## src/rtl/insn_seq_pkg.sv

```systemverilog
// Shared definitions for the instruction sequencer: opcodes, FSM state encoding
// and instruction field positions.
package insn_seq_pkg;

    localparam logic [3:0] OP_NOP  = 4'h0;
    localparam logic [3:0] OP_ADD  = 4'h1;
    localparam logic [3:0] OP_SUB  = 4'h2;
    localparam logic [3:0] OP_AND  = 4'h3;
    localparam logic [3:0] OP_OR   = 4'h4;
    localparam logic [3:0] OP_XOR  = 4'h5;
    localparam logic [3:0] OP_SHL  = 4'h6;
    localparam logic [3:0] OP_SHR  = 4'h7;
    localparam logic [3:0] OP_LDI  = 4'h8;
    localparam logic [3:0] OP_MOV  = 4'h9;
    localparam logic [3:0] OP_BNZ  = 4'hA;
    localparam logic [3:0] OP_JMP  = 4'hB;
    localparam logic [3:0] OP_HALT = 4'hF;

    typedef enum logic [2:0] {
        ST_IDLE   = 3'd0,
        ST_FETCH  = 3'd1,
        ST_DECODE = 3'd2,
        ST_EXEC   = 3'd3,
        ST_WB     = 3'd4,
        ST_HALT   = 3'd5
    } state_t;

    localparam int OPC_MSB  = 15;
    localparam int OPC_LSB  = 12;
    localparam int DST_MSB  = 11;
    localparam int DST_LSB  = 8;
    localparam int SRC0_MSB = 7;
    localparam int SRC0_LSB = 4;
    localparam int SRC1_MSB = 3;
    localparam int SRC1_LSB = 0;
    localparam int IMM_MSB  = 7;
    localparam int IMM_LSB  = 0;

    // Opcodes 1..9 produce a register write-back.
    function automatic logic is_write_op(input logic [3:0] op);
        return (op >= OP_ADD) && (op <= OP_MOV);
    endfunction

endpackage

```

## src/rtl/insn_sequencer_alu.sv

```systemverilog
// Combinational ALU for the write-back opcodes (ADD..MOV); arithmetic is modulo 256.
module seq_alu
    import insn_seq_pkg::*;
(
    input  logic [3:0] opcode,
    input  logic [7:0] a,
    input  logic [7:0] b,
    input  logic [7:0] imm8,
    output logic [7:0] result
);

    always_comb begin
        result = '0;
        case (opcode)
            OP_ADD:  result = a + b;
            OP_SUB:  result = a - b;
            OP_AND:  result = a & b;
            OP_OR:   result = a | b;
            OP_XOR:  result = a ^ b;
            OP_SHL:  result = {a[6:0], 1'b0};
            OP_SHR:  result = {1'b0, a[7:1]};
            OP_LDI:  result = imm8;
            OP_MOV:  result = a;
            default: result = '0;
        endcase
    end

endmodule

```

## src/rtl/insn_sequencer.sv

```systemverilog
// Fetch/decode/execute controller driving the 16x8 register file.
// Branches (BNZ/JMP) exist only when INSN_SEQ_BRANCH_EN is defined; otherwise they run as NOP.
module insn_sequencer
    import insn_seq_pkg::*;
(
    input  logic        clk,
    input  logic        rst,
    input  logic        start,
    output logic        imem_req,
    output logic [7:0]  imem_addr,
    input  logic        imem_ack,
    input  logic [15:0] imem_data,
    output logic [3:0]  rf_src0,
    output logic [3:0]  rf_src1,
    input  logic [7:0]  rf_rdata0,
    input  logic [7:0]  rf_rdata1,
    output logic        rf_we,
    output logic [3:0]  rf_dst,
    output logic [7:0]  rf_wdata,
    output logic        busy,
    output logic        halted,
    output logic [7:0]  pc
);

    state_t      state_reg, state_next;
    logic [7:0]  pc_reg, pc_next, pc_inc, exec_pc;
    logic [15:0] ir_reg, ir_next;
    logic        imem_req_reg, imem_req_next;
    logic [7:0]  imem_addr_reg;
    logic [3:0]  rf_src0_reg, rf_src0_next, rf_src1_reg, rf_src1_next;
    logic [3:0]  rf_dst_reg, rf_dst_next;
    logic        rf_we_reg, rf_we_next;
    // Doubles as the result register: loaded in EXEC, visible only during WB.
    logic [7:0]  rf_wdata_reg, rf_wdata_next;
    logic [3:0]  opcode;
    logic [7:0]  imm8, alu_result;

    assign opcode = ir_reg[OPC_MSB:OPC_LSB];
    assign imm8   = ir_reg[IMM_MSB:IMM_LSB];
    assign pc_inc = pc_reg + 8'd1;

`ifdef INSN_SEQ_BRANCH_EN
    logic branch_taken;
    assign branch_taken = (opcode == OP_JMP) || ((opcode == OP_BNZ) && (rf_rdata0 != 8'd0));
    assign exec_pc      = branch_taken ? imm8 : pc_inc;
`else
    assign exec_pc      = pc_inc;
`endif

    seq_alu u_alu (
        .opcode (opcode),
        .a      (rf_rdata0),
        .b      (rf_rdata1),
        .imm8   (imm8),
        .result (alu_result)
    );

    always_ff @(posedge clk) begin
        if (rst) begin
            state_reg     <= ST_IDLE;
            pc_reg        <= '0;
            ir_reg        <= '0;
            imem_req_reg  <= 1'b0;
            imem_addr_reg <= '0;
            rf_src0_reg   <= '0;
            rf_src1_reg   <= '0;
            rf_dst_reg    <= '0;
            rf_we_reg     <= 1'b0;
            rf_wdata_reg  <= '0;
        end else begin
            state_reg     <= state_next;
            pc_reg        <= pc_next;
            ir_reg        <= ir_next;
            imem_req_reg  <= imem_req_next;
            imem_addr_reg <= pc_next;
            rf_src0_reg   <= rf_src0_next;
            rf_src1_reg   <= rf_src1_next;
            rf_dst_reg    <= rf_dst_next;
            rf_we_reg     <= rf_we_next;
            rf_wdata_reg  <= rf_wdata_next;
        end
    end

    always_comb begin
        state_next = state_reg;
        pc_next    = pc_reg;
        case (state_reg)
            ST_IDLE, ST_HALT: begin
                if (start) begin
                    state_next = ST_FETCH;
                    pc_next    = '0;
                end
            end
            ST_FETCH:  if (imem_ack) state_next = ST_DECODE;
            ST_DECODE: state_next = ST_EXEC;
            ST_EXEC: begin
                if (is_write_op(opcode)) begin
                    state_next = ST_WB;
                end else if (opcode == OP_HALT) begin
                    state_next = ST_HALT;
                end else begin
                    state_next = ST_FETCH;
                    pc_next    = exec_pc;
                end
            end
            ST_WB: begin
                state_next = ST_FETCH;
                pc_next    = pc_inc;
            end
            default: state_next = ST_IDLE;
        endcase
    end

    // Registered outputs are computed from the next state so they line up with it.
    always_comb begin
        ir_next       = ir_reg;
        rf_src0_next  = rf_src0_reg;
        rf_src1_next  = rf_src1_reg;
        rf_dst_next   = rf_dst_reg;
        imem_req_next = (state_next == ST_FETCH);
        rf_we_next    = (state_next == ST_WB);
        rf_wdata_next = '0;
        if ((state_reg == ST_FETCH) && imem_ack) begin
            ir_next      = imem_data;
            rf_src0_next = (imem_data[OPC_MSB:OPC_LSB] == OP_BNZ) ? imem_data[DST_MSB:DST_LSB]
                                                                  : imem_data[SRC0_MSB:SRC0_LSB];
            rf_src1_next = imem_data[SRC1_MSB:SRC1_LSB];
        end
        if (state_reg == ST_EXEC) begin
            rf_dst_next = ir_reg[DST_MSB:DST_LSB];
        end
        if (state_next == ST_WB) begin
            rf_wdata_next = alu_result;
        end
    end

    assign imem_req  = imem_req_reg;
    assign imem_addr = imem_addr_reg;
    assign rf_src0   = rf_src0_reg;
    assign rf_src1   = rf_src1_reg;
    assign rf_we     = rf_we_reg;
    assign rf_dst    = rf_dst_reg;
    assign rf_wdata  = rf_wdata_reg;
    assign pc        = pc_reg;
    assign busy      = (state_reg != ST_IDLE) && (state_reg != ST_HALT);
    assign halted    = (state_reg == ST_HALT);

endmodule

```

## config.mk

```make
export PLATFORM = sky130hd
export DESIGN_NAME = insn_sequencer
export DESIGN_NICKNAME = d
export VERILOG_FILES = /design/src/rtl/insn_seq_pkg.sv /design/src/rtl/insn_sequencer_alu.sv /design/src/rtl/insn_sequencer.sv
export SDC_FILE = /design/constraint.sdc
export NUM_CORES = 1
export LEC_CHECK = 0
export BUFFER_PORTS_ARGS = -buffer_cell sky130_fd_sc_hd__buf_2
export CORE_ASPECT_RATIO = 1.4
export CORE_MARGIN = 1
export CORE_UTILIZATION = 54
export CTS_CLUSTER_SIZE = 30
export DETAILED_ROUTE_END_ITERATION = 6
export PLACE_DENSITY = 0.9
export SYNTH_ARGS = -nofsm -noshare
export SYNTH_HDL_FRONTEND = slang
export SYNTH_SLANG_ARGS = --single-unit
export TNS_END_PERCENT = 20
```

## constraint.sdc

```tcl
create_clock -name clk -period 3.15 [get_ports clk]
set_input_delay 0.4725 -clock clk [delete_from_list [all_inputs] [get_ports clk]]
set_output_delay 0.4725 -clock clk [all_outputs]
set_load 0.02 [all_outputs]
```

## Word-level counts from Yosys, hierarchy flattened

Cells that the tools add are included.

- $add $sub $neg: 3
- $mul: 0
- Divide/modulo/power cells: 0
- Magnitude comparators: 2
- Equality and inequality tests: 22
- Shift-type cells: 0
- Mux-type cells: 11
- Bitwise operators: 4
- Reduce and logical (&&, ||, !) cells: 9

Operators by type and width:

| kind | count |
|---|---|
| $pmux 8 s9 | 1 |
| $mux 8 | 3 |
| $pmux 8 s3 | 1 |
| $eq 4x3->1 const B | 4 |
| $eq 4x4->1 const B | 4 |
| $pmux 3 s5 | 1 |
| $mux 3 | 4 |
| $eq 3x3->1 const B | 3 |
| $add 8x1->8 const B | 1 |
| $add 8x8->8 | 1 |
| $and 8x8->8 | 1 |
| $eq 4x2->1 const B | 2 |
| $or 8x8->8 | 1 |
| $sub 8x8->8 | 1 |
| $xor 8x8->8 | 1 |
| $eq 3x1->1 const B | 2 |
| $eq 3x2->1 const B | 2 |
| $ne 2x2->1 const B | 3 |
| $reduce_bool 3->1 | 2 |
| $eq 4x1->1 const B | 1 |
| $ge 4x1->1 const B | 1 |
| $le 4x4->1 const B | 1 |
| $mux 4 | 1 |
| $reduce_and 4->1 | 1 |
| 5 further kinds | 8 |

- Register bits after elaboration: 49
- Bits in latches: 0
- Memory bits (writable): 0
- Bits in read-only memories: 0
- Output and inout bits: 40
- Memories kept: 0

## Logic depth before layout (Yosys ltp)

- Depth after elaboration: 7
- Depth in mapped cells: 10
- Mapped depth without buffers: 10

## Hierarchy

Synthesis repeated with hierarchy kept, for this count alone.

- Cells, all modules: 391
- Area total of the unflattened synthesis: 3151.8 um^2

By module, submodules not included:

| module | times used | cells each | area each (um^2) |
|---|---|---|---|
| insn_sequencer | 1 | 222 | 1883.1 |
| seq_alu | 1 | 169 | 1268.7 |

## Worst setup path after synthesis

OpenSTA, ideal clock, no wires.

- Path kind: flip-flop to flip-flop
- From: register ir_reg[13]
- To: register rf_wdata_reg[5], in the netlist rf_wdata[5]
- Arrival time: 2.760 ns
- Data required time: 3.076 ns
- Slack: 0.315 ns
- Cell stages (with the launch flop): 10
- Buffers on the path: 1
- Clock period less this slack: 2.835 ns
- Cells stage by stage: dfxtp_1 -> clkbuf_1 -> nor4b_2 -> mux2i_1 -> ha_1 -> nor2b_1 -> o31a_1 -> o21a_1 -> or3_1 -> a31oi_1

- Cells in the longest elaborated chain, start to end: 7
- Elaborated cells on any way between the ends: 20
- Classes of those cells: 2 x order compare; 11 x eq/ne; 4 x mux; 1 x bitwise; 2 x reduce/logical

Ends and longest elaborated chain:

| element | RTL line | source |
|---|---|---|
| start: declaration | insn_sequencer.sv:27 | `logic [15:0] ir_reg, ir_next;` |
| start signal: assignment | insn_sequencer.sv:73 | `ir_reg <= ir_next;` |
| $ge 4x1->1 (tied with other cells) | insn_seq_pkg.sv:41 | `return (op >= OP_ADD) && (op <= OP_MOV);` |
| $logic_and 1x1->1 / $mux 3 (equally long branches) | insn_seq_pkg.sv:41, insn_sequencer.sv:99 |  |
| $mux 3 | insn_sequencer.sv:97 | `if (is_write_op(opcode)) begin` |
| $pmux 3 s5 | insn_sequencer.sv:87 | `case (state_reg)` |
| $eq 3x3->1 | insn_sequencer.sv:132 | `if (state_next == ST_WB) begin` |
| $not 1->1 (no source line) | n/a |  |
| $reduce_or 2->1 (no source line) | n/a |  |
| end signal: assignment | insn_sequencer.sv:80 | `rf_wdata_reg <= rf_wdata_next;` |
| end: declaration | insn_sequencer.sv:34 | `logic [7:0] rf_wdata_reg, rf_wdata_next;` |

Several ways; a longest one is shown, not always the timed one.
A chain may end at the register's enable or synchronous reset.

## Final worst setup path

- From: register ir_reg[12]
- To: register rf_wdata_reg[5], in the netlist rf_wdata[5]

The elaborated chain is that of the path after synthesis.

==> out/metrics.csv <==
metric,value,unit
status,"complete, no violations",
synth_common_cells,"dfxtp_1 (45), nand2_1 (44), a21oi_1 (38), nor2_1 (29)",
seqPwrFrac,0.436,
synth.most_common_cell,dfxtp_1,
cts-hold-fix-buffers,0,
crit_arrival,2.87,ns
synthTopCellsByArea,"dfxtp_1 (29%), ha_1 (10%), a21oi_1 (6.1%), nand2_1 (5.3%), mux2i_1 (3.5%)",
crit_path_end_kind,flip-flop,
p_per_area,384.2,nW/um2
hold_ws,0.3889,ns
synth_top_area_frac,0.2873,
via_per_inst,5.919,
worst-path-max-fanout,7,
cp-start-kind,flip-flop,
synth_ff_type,dfxtp_1,
cts_tree,built,
post-cts-setup-buffers,0,
setup_slack,0.5251,ns
fin_worst_skew,0.01706,ns
cts-buffers-inserted,5,
io_pins,76,
clk_latency,0.31,ns
setup.worst_path.class,reg2reg,
drive_gt1_frac,0.2138,
grtUsageTotal,0.2775,
overflow,0,
slew_headroom,0.4520,
clock.fmax,381.0,MHz
drc_errors,0,
grt_setup_unrepaired,no,
p_clk_frac,0.329,
gp_congestion,0.9378,
wl_met2,4076,um
syn_area_per_cell,7.958,um2
worst_pin_slew,0.8202,ns
n_antenna_cell,0,
hold_path.class,in2reg,
dr.max_layer_used,met4,
area_delta_synth_final,13.77,%
grt_antenna_before_repair,0,
cts-root-buf,clkbuf_8,
clockBufferDepth,2,
met3_length,446,um
ir_worst_vdd,305.5,uV
critPathRequiredTime,3.40,ns
finalNetCount,510,
die_w,66.40,um
setup_violations,0,
hold_viol_final,0,
clk_pin_slew,0.10,ns
period_share,0.8333,
finalSetupTns,0,ns
cts_resized,0,
grt_pass1_wl,13230,um
slew_violations,0,
synth.ff_latch_count,45,
netlist_area,3136,um2
ys_seq_area_frac,0.2873,
h-tree-depth,2,
fp-row-count,32,
ant_nets,0,
yosysWarnings,0,
cap_violations,0,
synth_edf_count,0,
core_area,5565,um2
period_needed,2.625,ns
synth.distinct_cells,61,
num_vias,3060,
die_h,92.16,um
pre_cts_ws,0.4436,ns
largest_reg_flops,16,
clock_sinks,45,
start_util,0.5634,
swShare,0.3049,
drt_iter0_drc,241,
wl_met1,3313,um
drt_wl_total,8147,um
first_global_vias,2901,
synth_top_area_cell,dfxtp_1,
grt_max_degree,33,
wl_per_cell,15.76,um
switchingPower,0.4180,mW
dr.pass1.iters,4,
dp_hpwl,6217,um
die_area,6119,um2
synthCells,394,
numPortBuffers,75,
power_leakage,1.550,nW
syn-num-nets,456,
p_comb_frac,0.235,
p_int,0.9527,mW
synthArstFlopShare,0,
-- critical path: stages (launching register included) --
cell     delay (ns)
dfxtp_1        0.33
nor4b_2        0.27
buf_4          0.20
mux2i_1        0.33
ha_1           0.29
nor2b_1        0.14
o31a_1         0.29
o21a_1         0.20
or3_1          0.35
a31oi_1        0.16
-- per-layer routing --
metal / vias up / GRT usage
met3: 27 / 0.04726
li1: 1514 / -
met1: 1392 / 0.3293
met4: 0 / 0.1365
met5: - / 0
met2: 127 / 0.4694
-- power by group through the flow --
| stage | Sequential (mW) | Combinational [mW] | Clock (mW) |
|---|---|---|---|
| 2_1_floorplan | 0.615 | 0.219 | 0 |
| 3_3_place_gp | 0.610 | 0.307 | 0 |
| 3_5_place_dp | 0.611 | 0.316 | 0 |
| 4_1_cts | 0.598 | 0.318 | 0.452 |
| 5_1_grt | 0.600 | 0.355 | 0.474 |
| 6_report | 0.598 | 0.322 | 0.451 |
-- cells in the final DEF, fill, tap and decap left out, drive strengths merged, types with 2 or more instances in the layout --
master	instances
a221oi	11
dfxtp	45
ha	25
a21oi	38
or4	6
o21ai	10
xnor2	8
nor2b	8
clkinv	2
a32oi	3
o21a	3
o211ai	2
a211oi	6
o31ai	5
nand4	2
a21o	5
nand3b	3
a31oi	9
or3	2
clkbuf	6
nand3	5
a22oi	7
inv	25
mux2i	11
and2	2
nand2	44
buf	82
xor2	2
o22ai	3
a221o	2
nor4b	2
nand2b	4
nor2	29
and3b	4
nor3	8
-- path summary, 6_finish.rpt --
check	endpoint	from	cells after the start	slack, ns
worst min-delay path	ir_reg[2]	imem_data[2]	3	0.39
worst max register to register	rf_wdata[5]	ir_reg[12]	9	0.53
worst max-delay path	rf_wdata[5]	ir_reg[12]	9	0.53
worst min register to register	ir_reg[4]	ir_reg[4]	2	0.46
-- cell families (layout without fill, tap and decap cells) --
kind of cell               Yosys count  in the layout  share of synthesized area
AOI/OAI and AO/OA                  114            114                     0.2434
xor gates and xnor gates            10             10                    0.02793
adders and majority gates           27             27                     0.1093
buffers and inverters               61            116                    0.09258
DFF                                 45             45                     0.2873
muxes                               12             12                    0.03871
and+or+nand+nor                    125            125                     0.2007
-- cell type report --
type | count | area, um2
Fill cell | 500 | 1998
Multi-Input combinational cell | 288 | 1944
Sequential cell | 45 | 900.9
Timing Repair Buffer | 82 | 427.9
Inverter | 26 | 97.59
Tap cell | 68 | 85.08
Clock buffer | 6 | 72.57
Clock inverter | 2 | 38.79
-- per-stage QoR --
step	power, mW	instance area, um2	util	instances
2_1_floorplan	0.8344	3136	-	394
5_1_grt	1.430	3567	0.6410	517
6_report	1.371	3567	0.6410	517
4_1_cts	1.368	3567	0.6410	517
3_3_place_gp	0.9172	3456	0.6210	509
3_5_place_dp	0.9269	3456	0.6210	509
No activity file was read; power rests on OpenSTA's default activity.
